**src/rtl/ps2_pkg.sv**
```systemverilog
// Shared constants for the PS/2 keyboard receiver: Set 2 prefix bytes,
// FSM state encoding and the frame integrity check.
package ps2_pkg;

    localparam logic [7:0] PS2_PREFIX_EXT   = 8'hE0;
    localparam logic [7:0] PS2_PREFIX_BREAK = 8'hF0;

    localparam logic [1:0] ST_IDLE   = 2'd0;
    localparam logic [1:0] ST_DATA   = 2'd1;
    localparam logic [1:0] ST_PARITY = 2'd2;
    localparam logic [1:0] ST_STOP   = 2'd3;

    // Odd parity over data+parity, and the stop bit must be high.
    function automatic logic frame_ok(input logic [7:0] data, input logic par, input logic stop);
        return stop & (^{data, par});
    endfunction

endpackage

```
**src/rtl/ps2_sync_edge.sv**
```systemverilog
// Multi-stage synchronizer for the PS/2 clock and data pads plus a
// falling-edge detector on the synchronized clock.
module ps2_sync_edge #(
    parameter int SYNC_STAGES = 2
) (
    input  logic clk,
    input  logic reset,
    input  logic ps2_clk,
    input  logic ps2_data,
    output logic data_sync,
    output logic clk_fall
);

    logic [SYNC_STAGES-1:0] clk_sr;
    logic [SYNC_STAGES-1:0] data_sr;
    logic                   clk_prev;

    // Reset loads ones so an idle bus never looks like a falling edge.
    always_ff @(posedge clk) begin
        if (reset) begin
            clk_sr   <= '1;
            data_sr  <= '1;
            clk_prev <= 1'b1;
        end else begin
            clk_sr   <= {clk_sr[SYNC_STAGES-2:0], ps2_clk};
            data_sr  <= {data_sr[SYNC_STAGES-2:0], ps2_data};
            clk_prev <= clk_sr[SYNC_STAGES-1];
        end
    end

    assign data_sync = data_sr[SYNC_STAGES-1];
    assign clk_fall  = clk_prev & ~clk_sr[SYNC_STAGES-1];

endmodule

```
**src/rtl/ps2_keyboard_rx.sv**
```systemverilog
// PS/2 device-to-host frame receiver: deserializes 11-bit frames, folds
// E0/F0 prefixes into flags and emits one pulse per completed scan code.
module ps2_keyboard_rx
    import ps2_pkg::*;
#(
    parameter int SYNC_STAGES    = 2,
    parameter int TIMEOUT_CYCLES = 5000
) (
    input  logic       clk,
    input  logic       reset,
    input  logic       ps2_clk,
    input  logic       ps2_data,
    output logic [7:0] scan_code,
    output logic       scan_valid,
    output logic       is_break,
    output logic       is_extended,
    output logic       frame_error
);

    localparam int TW = $clog2(TIMEOUT_CYCLES + 1);

    logic          data_sync;
    logic          clk_fall;
    logic [1:0]    state;
    logic [2:0]    bit_cnt;
    logic [7:0]    shreg;
    logic          par_bit;
    logic [TW-1:0] to_cnt;
    logic          pend_ext;
    logic          pend_brk;
    logic          to_hit;

    ps2_sync_edge #(
        .SYNC_STAGES(SYNC_STAGES)
    ) u_sync (
        .clk      (clk),
        .reset    (reset),
        .ps2_clk  (ps2_clk),
        .ps2_data (ps2_data),
        .data_sync(data_sync),
        .clk_fall (clk_fall)
    );

    // An edge in the same cycle as expiry wins, so the frame keeps going.
    assign to_hit = (state != ST_IDLE) && !clk_fall && (to_cnt == TW'(TIMEOUT_CYCLES));

    always_ff @(posedge clk) begin
        if (reset) begin
            state       <= ST_IDLE;
            bit_cnt     <= 3'd0;
            shreg       <= 8'h00;
            par_bit     <= 1'b0;
            to_cnt      <= '0;
            pend_ext    <= 1'b0;
            pend_brk    <= 1'b0;
            scan_code   <= 8'h00;
            scan_valid  <= 1'b0;
            is_break    <= 1'b0;
            is_extended <= 1'b0;
            frame_error <= 1'b0;
        end else begin
            scan_valid  <= 1'b0;
            frame_error <= 1'b0;

            if (clk_fall || state == ST_IDLE)
                to_cnt <= '0;
            else
                to_cnt <= to_cnt + TW'(1);

            if (to_hit) begin
                state       <= ST_IDLE;
                to_cnt      <= '0;
                frame_error <= 1'b1;
                pend_ext    <= 1'b0;
                pend_brk    <= 1'b0;
            end else if (clk_fall) begin
                case (state)
                    ST_IDLE: begin
                        if (!data_sync) begin
                            state   <= ST_DATA;
                            bit_cnt <= 3'd0;
                        end
                    end
                    ST_DATA: begin
                        shreg <= {data_sync, shreg[7:1]};
                        if (bit_cnt == 3'd7)
                            state <= ST_PARITY;
                        else
                            bit_cnt <= bit_cnt + 3'd1;
                    end
                    ST_PARITY: begin
                        par_bit <= data_sync;
                        state   <= ST_STOP;
                    end
                    default: begin
                        state <= ST_IDLE;
                        if (frame_ok(shreg, par_bit, data_sync)) begin
                            if (shreg == PS2_PREFIX_EXT) begin
                                pend_ext <= 1'b1;
                            end else if (shreg == PS2_PREFIX_BREAK) begin
                                pend_brk <= 1'b1;
                            end else begin
                                scan_code   <= shreg;
                                is_break    <= pend_brk;
                                is_extended <= pend_ext;
                                scan_valid  <= 1'b1;
                                pend_ext    <= 1'b0;
                                pend_brk    <= 1'b0;
                            end
                        end else begin
                            frame_error <= 1'b1;
                            pend_ext    <= 1'b0;
                            pend_brk    <= 1'b0;
                        end
                    end
                endcase
            end
        end
    end

endmodule

```
**config.mk**
```make
export PLATFORM = sky130hd
export DESIGN_NAME = ps2_keyboard_rx
export DESIGN_NICKNAME = d
export VERILOG_FILES = /design/src/rtl/ps2_pkg.sv /design/src/rtl/ps2_sync_edge.sv /design/src/rtl/ps2_keyboard_rx.sv
export SDC_FILE = /design/constraint.sdc
export NUM_CORES = 1
export LEC_CHECK = 0
export BUFFER_PORTS_ARGS = -buffer_cell sky130_fd_sc_hd__clkbuf_2
export CORE_UTILIZATION = 58
export DETAILED_ROUTE_END_ITERATION = 8
export PLACE_DENSITY = 0.83
export SKIP_CTS_REPAIR_TIMING = 1
export SYNTH_ARGS = -nofsm -noshare
export SYNTH_HDL_FRONTEND = slang
export SYNTH_SLANG_ARGS = --single-unit
```
**constraint.sdc**
```tcl
create_clock -name clk -period 2.6 [get_ports clk]
set_clock_uncertainty 0.15 [all_clocks]
set_input_delay 0.39 -clock clk [delete_from_list [all_inputs] [get_ports clk]]
set_output_delay 0.39 -clock clk [all_outputs]
set_load 0.01 [all_outputs]
```
==> impl_metrics.csv, run 1 <==
group,metric,value,unit
detailed_routing,vias_per_cell,5.27,
critical_path,r2r_slack,560,ps
finish,drive_gt1_frac,0.133,
detailed_routing,vias,1469,
critical_path,r2r-end,"scan_code[4]$_SDFFE_PP0P_",
detailed_routing,wl_per_cell,12.2,microns
global_routing,overflow,0,
synth,netlist_instances,217,
synth,syn_area,0.00202,sq mm
critical_path,critPathLaunchType,"flop",
clock_network,cts-root-buf,"clkbuf_4",
die,start_util,0.605,
clock_network,cts_inserted_buffers,5,
finish,nFillCells,295,
clock_network,cts_tree,"yes",
detailed_routing,drtPass1Iterations,4,
critical_path,r2r_start,"shreg[4]$_SDFFE_PP0P_",
synth,synth_warnings,0,
clock_network,clk_pin_slew,120,ps
power,leakage,0.808,nW
synth,ys_async_sr_fraction,0,
finish,area_delta_synth_final,7.19,%
critical_path,path_max_fanout,10,
clock_network,clkSinkCount,46,
timing,slew_headroom,0.662,
die,pin_count,16,
timing,maxSlewViolCount,0,
detailed_routing,drt_iter0_markers,68,
timing,holdWs,63.2,ps
timing,setup_viol,0,
synth,synth_fp_nets,229,
timing,fmax,0.491,GHz
synth,synth_edf_count,0,
worst_hold_path,min_to,"u_sync.clk_sr[0]$_SDFF_PP1_",
timing,fin_crit_sh,0.783,
detailed_routing,ant_nets,0,
global_routing,antenna_found_initial,0,
power,total_power,1.04,mW
critical_path,ff2ff_path_depth,6,
synth,ys_types,37,
worst_hold_path,min_delay_path_depth,2,
clock_network,htree_num_levels,2,
finish,diodes,0,
synth,ys_ff_latch,46,
clock_network,clockBufferDepth,2,
global_routing,grt_pass1_wl,5620,microns
die,core,0.00334,sq mm
critical_path,endpoint_kind,"flop",
detailed_routing,drc,0,
critical_path,cp_slowest_cell,"xnor3_1",
timing,finalSetupTns,0,ps
outcome,status,"finished, final reports clean",
critical_path,slowest_delay,470,ps
timing,rsz0062_at_grt,"no",
clock_network,clock_latency,350,ps
synth,ys_seq_area_frac,0.456,
global_routing,grt_max_degree,31,
die,rows,21,
place,place_area,0.00212,sq mm
die,die_w,61.0,microns
global_routing,grt_pass1_vias,1301,
die,die_area,0.00372,sq mm
finish,fin_nets,245,
detailed_routing,wirelength,3400,microns
critical_path,path_class,"reg2reg",
power,ir_drop,0.424,mV
finish,final_cell_mix,"46 x dfxtp_1, 34 x nor2_1, 22 x nand2_1",
synth,synth_flop_cell,"dfxtp_1",
worst_hold_path,hp-class,"in2reg",
flow_run,drv_cap,0,
critical_path,required,2690,ps
die,die-height,61.0,microns
place,hpwl,2350,microns
timing,period_needed,2040,ps
place,port_buffers,15,
synth,avgSynthCellArea,9.30,sq um
finish,design_area,0.00216,sq mm
critical_path,arrival,2120,ps
timing,hold_viol,0,
worst_hold_path,hp-start,"ps2_clk",
global_routing,grtUsageTotal,0.212,
power,power.density,481,mW/mm^2
finish,layout_commonest_cell,"dfxtp_1",
critical_path,cp_common_cell,"mux2i_1",
timing,tightest_slew,507,ps
critical_path,crit_chain,"xor2_1 > xnor3_1 > mux2i_1 > buf_4 > mux2i_1 > nor2_1",
place,place.gp.congestion,0.774,
==> cell usage after synthesis (2+ instances only) <==
cell type / number / area (sq um)
ha_1: 8 / 100
o2111ai_1: 2 / 17.5
inv_1: 7 / 26.3
a21oi_1: 13 / 65.1
buf_6: 2 / 22.5
nand3_1: 14 / 70.1
clkbuf_1: 5 / 18.8
or2_2: 5 / 31.3
nand4_1: 3 / 18.8
xor2_1: 7 / 61.3
nand2_1: 22 / 82.6
mux2i_1: 14 / 140
nor2_1: 34 / 128
dfxtp_1: 46 / 921
nor3_1: 7 / 35.0
xnor2_1: 7 / 61.3
==> power breakdown <==
group          internal [mW]  switching (mW)  total, mW  leakage, nW
registers              0.708         0.00216      0.710        0.371
logic                0.00817          0.0150     0.0232        0.411
clock network          0.102           0.205      0.307       0.0254
==> final cells by class <==
cell class	count	area, sq um	area share
clock buffer	7	45.0	0.0208
inverter	7	26.3	0.0121
multi-input combinational	155	1020	0.470
sequential	46	921	0.426
tap	46	57.6	0.0266
timing repair buffer	18	97.6	0.0451
==> worst max-delay path: cells and delay by family (launching register included) <==
family                    cells  cell delay (ps)
buffers and inverters         1              230
xor gates and xnor gates      2              660
muxes                         2              360
and+or+nand+nor               1               50
DFF                           1              450
==> stage by stage <==
step	setup slack (ps)	instances	util
2_1_floorplan	766	217	-
3_3_place_gp	690	272	0.635
3_5_place_dp	592	272	0.635
4_1_cts	574	279	0.648
5_1_grt	449	279	0.648
6_report	564	279	0.648
==> cell families (layout without fill, tap and decap cells) <==
| logic type | Yosys count | count (layout) | share of synthesized area |
|---|---|---|---|
| adder cells (fa/ha/maj) | 8 | 8 | 0.0496 |
| XOR/XNOR | 17 | 17 | 0.0973 |
| multiplexers | 14 | 14 | 0.0694 |
| AO/OA/AOI/OAI | 20 | 20 | 0.0583 |
| flip-flops | 46 | 46 | 0.456 |
| AND/OR/NAND/NOR | 96 | 96 | 0.229 |
| buffers and inverters | 16 | 32 | 0.0403 |
==> metal layers <==
metal / track usage / vias to the layer above / wire, microns
met1: 0.262 / 674 / 1660
met3: 0.0704 / 4 / 137
li1: - / 764 / -
met5: 0 / - / 0
met4: 0.0974 / 0 / 59
met2: 0.338 / 27 / 1540
==> registers in the layout (all words and copies together) (netlist names) <==
register	cells
pend_ext	1
to_cnt	13
frame_error	1
pend_brk	1
par_bit	1
is_break	1
scan_valid	1
bit_cnt	3
u_sync.clk_sr	2
shreg	8
u_sync.data_sr	2
u_sync.clk_prev	1
scan_code	8
is_extended	1
state	2
==> worst max-delay path by stage <==
| stage | startpoint | end | slack [ps] | cells after the start |
|---|---|---|---|---|
| final | shreg[4]$_SDFFE_PP0P_ | scan_code[4]$_SDFFE_PP0P_ | 560 | 6 |
| after floorplan | shreg[4]$_SDFFE_PP0P_ | is_extended$_SDFFE_PP0P_ | 770 | 6 |
| after CTS | shreg[4]$_SDFFE_PP0P_ | scan_code[5]$_SDFFE_PP0P_ | 570 | 6 |
| after detailed placement | shreg[4]$_SDFFE_PP0P_ | scan_code[5]$_SDFFE_PP0P_ | 590 | 6 |
| after global routing | shreg[4]$_SDFFE_PP0P_ | scan_code[7]$_SDFFE_PP0P_ | 450 | 6 |
| after global placement | shreg[4]$_SDFFE_PP0P_ | scan_code[2]$_SDFFE_PP0P_ | 690 | 6 |
Power figures use the tool's default switching activity.
==> run 2: changes to the inputs <==
--- a/config.mk
+++ b/config.mk
@@ -5,10 +5,11 @@
 export SDC_FILE = /design/constraint.sdc
 export NUM_CORES = 1
 export LEC_CHECK = 0
+export ABC_AREA = 1
 export BUFFER_PORTS_ARGS = -buffer_cell sky130_fd_sc_hd__clkbuf_2
-export CORE_UTILIZATION = 58
+export CORE_UTILIZATION = 59
 export DETAILED_ROUTE_END_ITERATION = 8
-export PLACE_DENSITY = 0.83
+export PLACE_DENSITY = 0.84
 export SKIP_CTS_REPAIR_TIMING = 1
 export SYNTH_ARGS = -nofsm -noshare
 export SYNTH_HDL_FRONTEND = slang
==> constraint.sdc (replaced) <==
create_clock -name clk -period 2.15 [get_ports clk]
set_clock_uncertainty 0.15 [all_clocks]
set_input_delay 0.3225 -clock clk [delete_from_list [all_inputs] [get_ports clk]]
set_output_delay 0.3225 -clock clk [all_outputs]
set_load 0.01 [all_outputs]
==> impl_metrics.csv, run 2 <==
group,metric,value,unit
place,place_area,0.00225,sq mm
global_routing,grt_max_degree,17,
critical_path,cp_slowest_cell,"dfxtp_1",
clock_network,clk_pin_slew,130,ps
global_routing,overflow,0,
clock_network,clkSinkCount,46,
timing,setup_viol,0,
critical_path,required,2260,ps
critical_path,endpoint_kind,"flop",
power,power.density,560,mW/mm^2
detailed_routing,wirelength,3880,microns
place,hpwl,2880,microns
synth,ys_types,26,
synth,netlist.area_leader.share,0.432,
timing,rsz0062_at_grt,"no",
finish,final_util,0.687,
detailed_routing,wl_per_cell,10.9,microns
outcome,status,"finished, final reports clean",
timing,maxSlewViolCount,0,
die,pin_count,16,
place,preCtsSetupSlack,195,ps
global_routing,antenna_found_initial,0,
synth,synth_edf_count,0,
die,die_w,62.1,microns
synth,synthTopCellsByCount,"51 x nand2_1, 46 x dfxtp_1, 45 x nor2_1, 37 x inv_1, 23 x a21oi_1",
synth,synth_fp_nets,302,
timing,hold_viol,0,
finish,fin_nets,322,
synth,syn_area,0.00213,sq mm
clock_network,cts_tree,"yes",
finish,diodes,0,
finish,design_area,0.00233,sq mm
worst_hold_path,min_delay_path_depth,2,
place,port_buffers,15,
clock_network,htree_num_levels,2,
place,place.gp.congestion,0.822,
timing,tightest_slew,470,ps
timing,fmax,0.516,GHz
worst_hold_path,hp-class,"in2reg",
detailed_routing,ant_nets,0,
detailed_routing,drc,0,
timing,period_needed,1940,ps
synth,yosysMostFrequentCell,"nand2_1",
clock_network,cts_inserted_buffers,5,
critical_path,ff2ff_path_depth,9,
clock_network,cts-root-buf,"clkbuf_4",
synth,ys_seq_area_frac,0.432,
die,rows,21,
critical_path,slowest_delay,400,ps
finish,drive_gt1_frac,0.132,
finish,reg_top3,"to_cnt: 13 flops, scan_code: 8 flops, shreg: 8 flops",
synth,netlist_instances,290,
global_routing,grt_pass1_wl,6870,microns
global_routing,grtUsageTotal,0.224,
critical_path,critPathLaunchType,"flop",
synth,ys_async_sr_fraction,0,
clock_network,clock_latency,360,ps
synth,yosysTopAreaCell,"dfxtp_1",
finish,layout_commonest_cell,"nand2_1",
finish,top_register,"to_cnt",
power,total_power,1.30,mW
finish,largest_reg_flops,13,
die,start_util,0.629,
flow_run,drv_cap,0,
critical_path,arrival,2050,ps
timing,final.setup.worst_slack,212,ps
detailed_routing,drt_iter0_markers,72,
synth,yosys-top-cells-area,"dfxtp_1 43%, nand2_1 9.0%, nor2_1 7.9%",
critical_path,path_class,"reg2reg",
power,leakage,0.929,nW
critical_path,crit_chain,"inv_1 > ha_1 > nor2_1 > nand3_1 > nor2_1 > nand2_1 > nand3_1 > a21oi_1 > o21a_1",
global_routing,grt_pass1_vias,1667,
critical_path,path_max_fanout,13,
detailed_routing,vias_per_cell,5.06,
timing,finalSetupTns,0,ps
detailed_routing,drtPass1Iterations,4,
synth,avgSynthCellArea,7.35,sq um
die,die_area,0.00386,sq mm
finish,area_delta_synth_final,9.21,%
synth,synth_flop_cell,"dfxtp_1",
power,ir_drop,0.359,mV
timing,slew_headroom,0.686,
die,die-height,62.1,microns
detailed_routing,vias,1807,
clock_network,clockBufferDepth,2,
finish,final_cell_mix,"51 x nand2_1, 46 x dfxtp_1, 45 x nor2_1",
die,core,0.00339,sq mm
synth,synth_warnings,0,
timing,fin_crit_sh,0.901,
synth,ys_ff_latch,46,
==> run 2: cell types whose count changed after synthesis, moves of 8 or more <==
cell | before | now
a21oi_1 | 13 | 23
nand3_1 | 14 | 22
nand2_1 | 22 | 51
nor2_1 | 34 | 45
o21ai_0 | 0 | 10
inv_1 | 7 | 37
mux2i_1 | 14 | 0
==> run 2: per-stage QoR <==
stage | instances | hold WS (ps)
6_report | 357 | 91.4
5_1_grt | 357 | 101
4_1_cts | 355 | -17.8
3_5_place_dp | 347 | 244
3_3_place_gp | 347 | 243
2_1_floorplan | 290 | 239
==> run 2: metal layers <==
layer  share of wire  track usage  vias to the layer above
li1                -            -                      966
met1            0.46        0.257                      804
met2            0.48        0.387                       27
met3           0.031       0.0588                       10
met4           0.024        0.105                        0
met5               0            0                        -
==> run 2: logic make-up (layout without fill, tap and decap cells) <==
kind of cell | after synthesis | after routing | share of synthesized area
adders and majority gates | 8 | 8 | 0.0470
DFF | 46 | 46 | 0.432
xor gates and xnor gates | 6 | 6 | 0.0247
buffers and inverters | 45 | 66 | 0.0792
AOI/OAI and AO/OA | 36 | 36 | 0.0892
and+or+nand+nor | 149 | 149 | 0.328
==> run 2: worst max-delay path: cells and delay by family (launching register included) <==
family,cells,cell delay (ps)
AO/OA/AOI/OAI,2,190
AND/OR/NAND/NOR,5,750
flip-flops,1,400
buffers and inverters,1,80
adder cells (fa/ha/maj),1,270
==> run 2: worst paths after layout <==
| check | endpoint | startpoint | slack (ps) |
|---|---|---|---|
| worst max-delay path | to_cnt[10]$_SDFF_PP0_ | state[0]$_SDFFE_PP0P_ | 210 |
| worst max register to register | to_cnt[10]$_SDFF_PP0_ | state[0]$_SDFFE_PP0P_ | 210 |
| worst min register to register | u_sync.clk_sr[1]$_SDFF_PP1_ | u_sync.clk_sr[0]$_SDFF_PP1_ | 270 |
| worst min-delay path | par_bit$_SDFFE_PP0P_ | reset | 90 |
==> run 2: report_power, final <==
part           internal (mW)  switching [mW]
clock                  0.129           0.273
combinational         0.0162          0.0248
sequential             0.857         0.00390
==> run 2: cell type report <==
cell class                      instances  area, sq um
Clock buffer                            6         41.3
Clock inverter                          2         13.8
Fill cell                             287         1060
Inverter                               40          150
Multi-Input combinational cell        199         1040
Sequential cell                        46          921
Tap cell                               46         57.6
Timing Repair Buffer                   18          103
==> run 3: changes to the inputs <==
--- a/config.mk
+++ b/config.mk
@@ -7,9 +7,10 @@
 export LEC_CHECK = 0
 export ABC_AREA = 1
 export BUFFER_PORTS_ARGS = -buffer_cell sky130_fd_sc_hd__clkbuf_2
+export CORE_MARGIN = 3
 export CORE_UTILIZATION = 59
 export DETAILED_ROUTE_END_ITERATION = 8
-export PLACE_DENSITY = 0.84
+export PLACE_DENSITY = 0.85
 export SKIP_CTS_REPAIR_TIMING = 1
 export SYNTH_ARGS = -nofsm -noshare
 export SYNTH_HDL_FRONTEND = slang
==> impl_metrics.csv, run 3 (same netlist as run 2, synthesis figures left out) <==
group,metric,value,unit
timing,finalSetupTns,0,ps
clock_network,cts_tree,"yes",
clock_network,htree_num_levels,2,
timing,slew_headroom,0.709,
global_routing,grt_max_degree,20,
clock_network,clock_latency,360,ps
power,p_sw,0.300,mW
critical_path,path_max_fanout,10,
global_routing,grt_pass1_vias,1699,
global_routing,grt_pass1_wl,6820,microns
place,dp_cells,347,
finish,largest_reg_flops,13,
finish,sequential_cell_area,923,sq um
critical_path,arrival,2050,ps
clock_network,clockBufferDepth,2,
die,die_w,66.1,microns
timing,holdWs,103,ps
clock_network,clk_pin_slew,140,ps
outcome,status,"finished, final reports clean",
critical_path,critPathLaunchType,"flop",
worst_hold_path,hp-class,"in2reg",
critical_path,path_class,"reg2reg",
power,p_int,1.07,mW
finish,final_util,0.689,
die,die-height,66.1,microns
finish,diodes,0,
power,swShare,0.220,
die,die_area,0.00437,sq mm
place,port_buffers,15,
finish,drive_gt1_frac,0.145,
detailed_routing,ant_nets,0,
finish,fin_nets,322,
timing,rsz0062_at_grt,"no",
power,seqPwrFrac,0.630,
die,start_util,0.624,
timing,setup_viol,0,
clock_network,cts-root-buf,"clkbuf_4",
power,power.density,581,mW/mm^2
finish,top_register,"to_cnt",
global_routing,antenna_found_initial,0,
power,leakage,0.939,nW
detailed_routing,wl_per_cell,11.0,microns
power,pwr-share-comb,0.030,
timing,fin_crit_sh,0.876,
finish,multi_input_area,0.00105,sq mm
finish,area_delta_synth_final,10.4,%
global_routing,grtUsageTotal,0.202,
die,core,0.00342,sq mm
detailed_routing,drt_iter0_markers,109,
power,clock_power_share,0.340,
finish,final_cell_mix,"51 x nand2_1, 45 x nor2_1, 44 x dfxtp_1",
detailed_routing,vias,1841,
finish,nFillCells,306,
die,rows,21,
detailed_routing,wirelength,3920,microns
clock_network,cts_inserted_buffers,5,
timing,maxSlewViolCount,0,
die,pin_count,16,
flow_run,drv_cap,0,
place,hpwl,2870,microns
timing,fmax,0.531,GHz
detailed_routing,drtPass1Iterations,4,
global_routing,overflow,0,
power,ir_drop,0.560,mV
timing,hold_viol,0,
critical_path,required,2310,ps
finish,layout_commonest_cell,"nand2_1",
timing,tightest_slew,435,ps
detailed_routing,drc,0,
place,place.gp.congestion,0.832,
timing,period_needed,1880,ps
finish,reg_top3,"to_cnt: 13 flops, scan_code: 8 flops, shreg: 8 flops",
detailed_routing,vias_per_cell,5.16,
clock_network,clkSinkCount,46,
critical_path,endpoint_kind,"flop",
finish,final_cells,357,
-- run 3: power by group through the flow --
stage | clock, mW | sequential (mW) | combinational, mW
after floorplan | 0 | 0.879 | 0.0292
after global placement | 0 | 0.880 | 0.0376
after detailed placement | 0 | 0.880 | 0.0386
after CTS | 0.475 | 0.861 | 0.0388
after global routing | 0.517 | 0.863 | 0.0478
final | 0.464 | 0.862 | 0.0415
-- run 3: routing by layer --
metal	global-route usage	share of wire
met4	0.0812	0.015
met1	0.223	0.45
met3	0.0561	0.030
met5	0	0
met2	0.362	0.50
-- run 3: per-stage QoR --
step                cell area [sq um]  worst slack (ps)  total power, mW
global placement                 2250               283            0.918
detailed placement               2250               195            0.919
finish                           2350               266             1.37
global route                     2350              39.2             1.43
CTS                              2330               177             1.38
floorplan                        2130               405            0.908
-- run 3: worst paths after layout --
| check | startpoint | end | slack, ps | cells past startpoint |
|---|---|---|---|---|
| setup / recovery | state[0]$_SDFFE_PP0P_ | scan_code[3]$_SDFFE_PP0P_ | 270 | 11 |
| hold / removal | reset | bit_cnt[2]$_SDFFE_PP0P_ | 100 | 2 |
| setup reg to reg | state[0]$_SDFFE_PP0P_ | scan_code[3]$_SDFFE_PP0P_ | 270 | 11 |
| hold reg to reg | u_sync.data_sr[0]$_SDFF_PP1_ | u_sync.data_sr[1]$_SDFF_PP1_ | 270 | 1 |
-- run 3: layout make-up --
class	instances	area share
Clock buffer	7	0.0276
Clock inverter	1	0.00372
Inverter	40	0.0638
Multi-Input combinational cell	199	0.445
Sequential cell	46	0.392
Tap cell	46	0.0244
Timing Repair Buffer	18	0.0436
-- run 3: critical path, cell delays in order (launching register included) --
cell,delay [ps]
dfxtp_2,370
inv_1,70
ha_1,270
nor2_1,150
nand3_1,70
nor2_1,90
nand2_1,110
nand3_1,190
inv_2,130
nand3_1,100
nand2_1,60
nor2_1,90
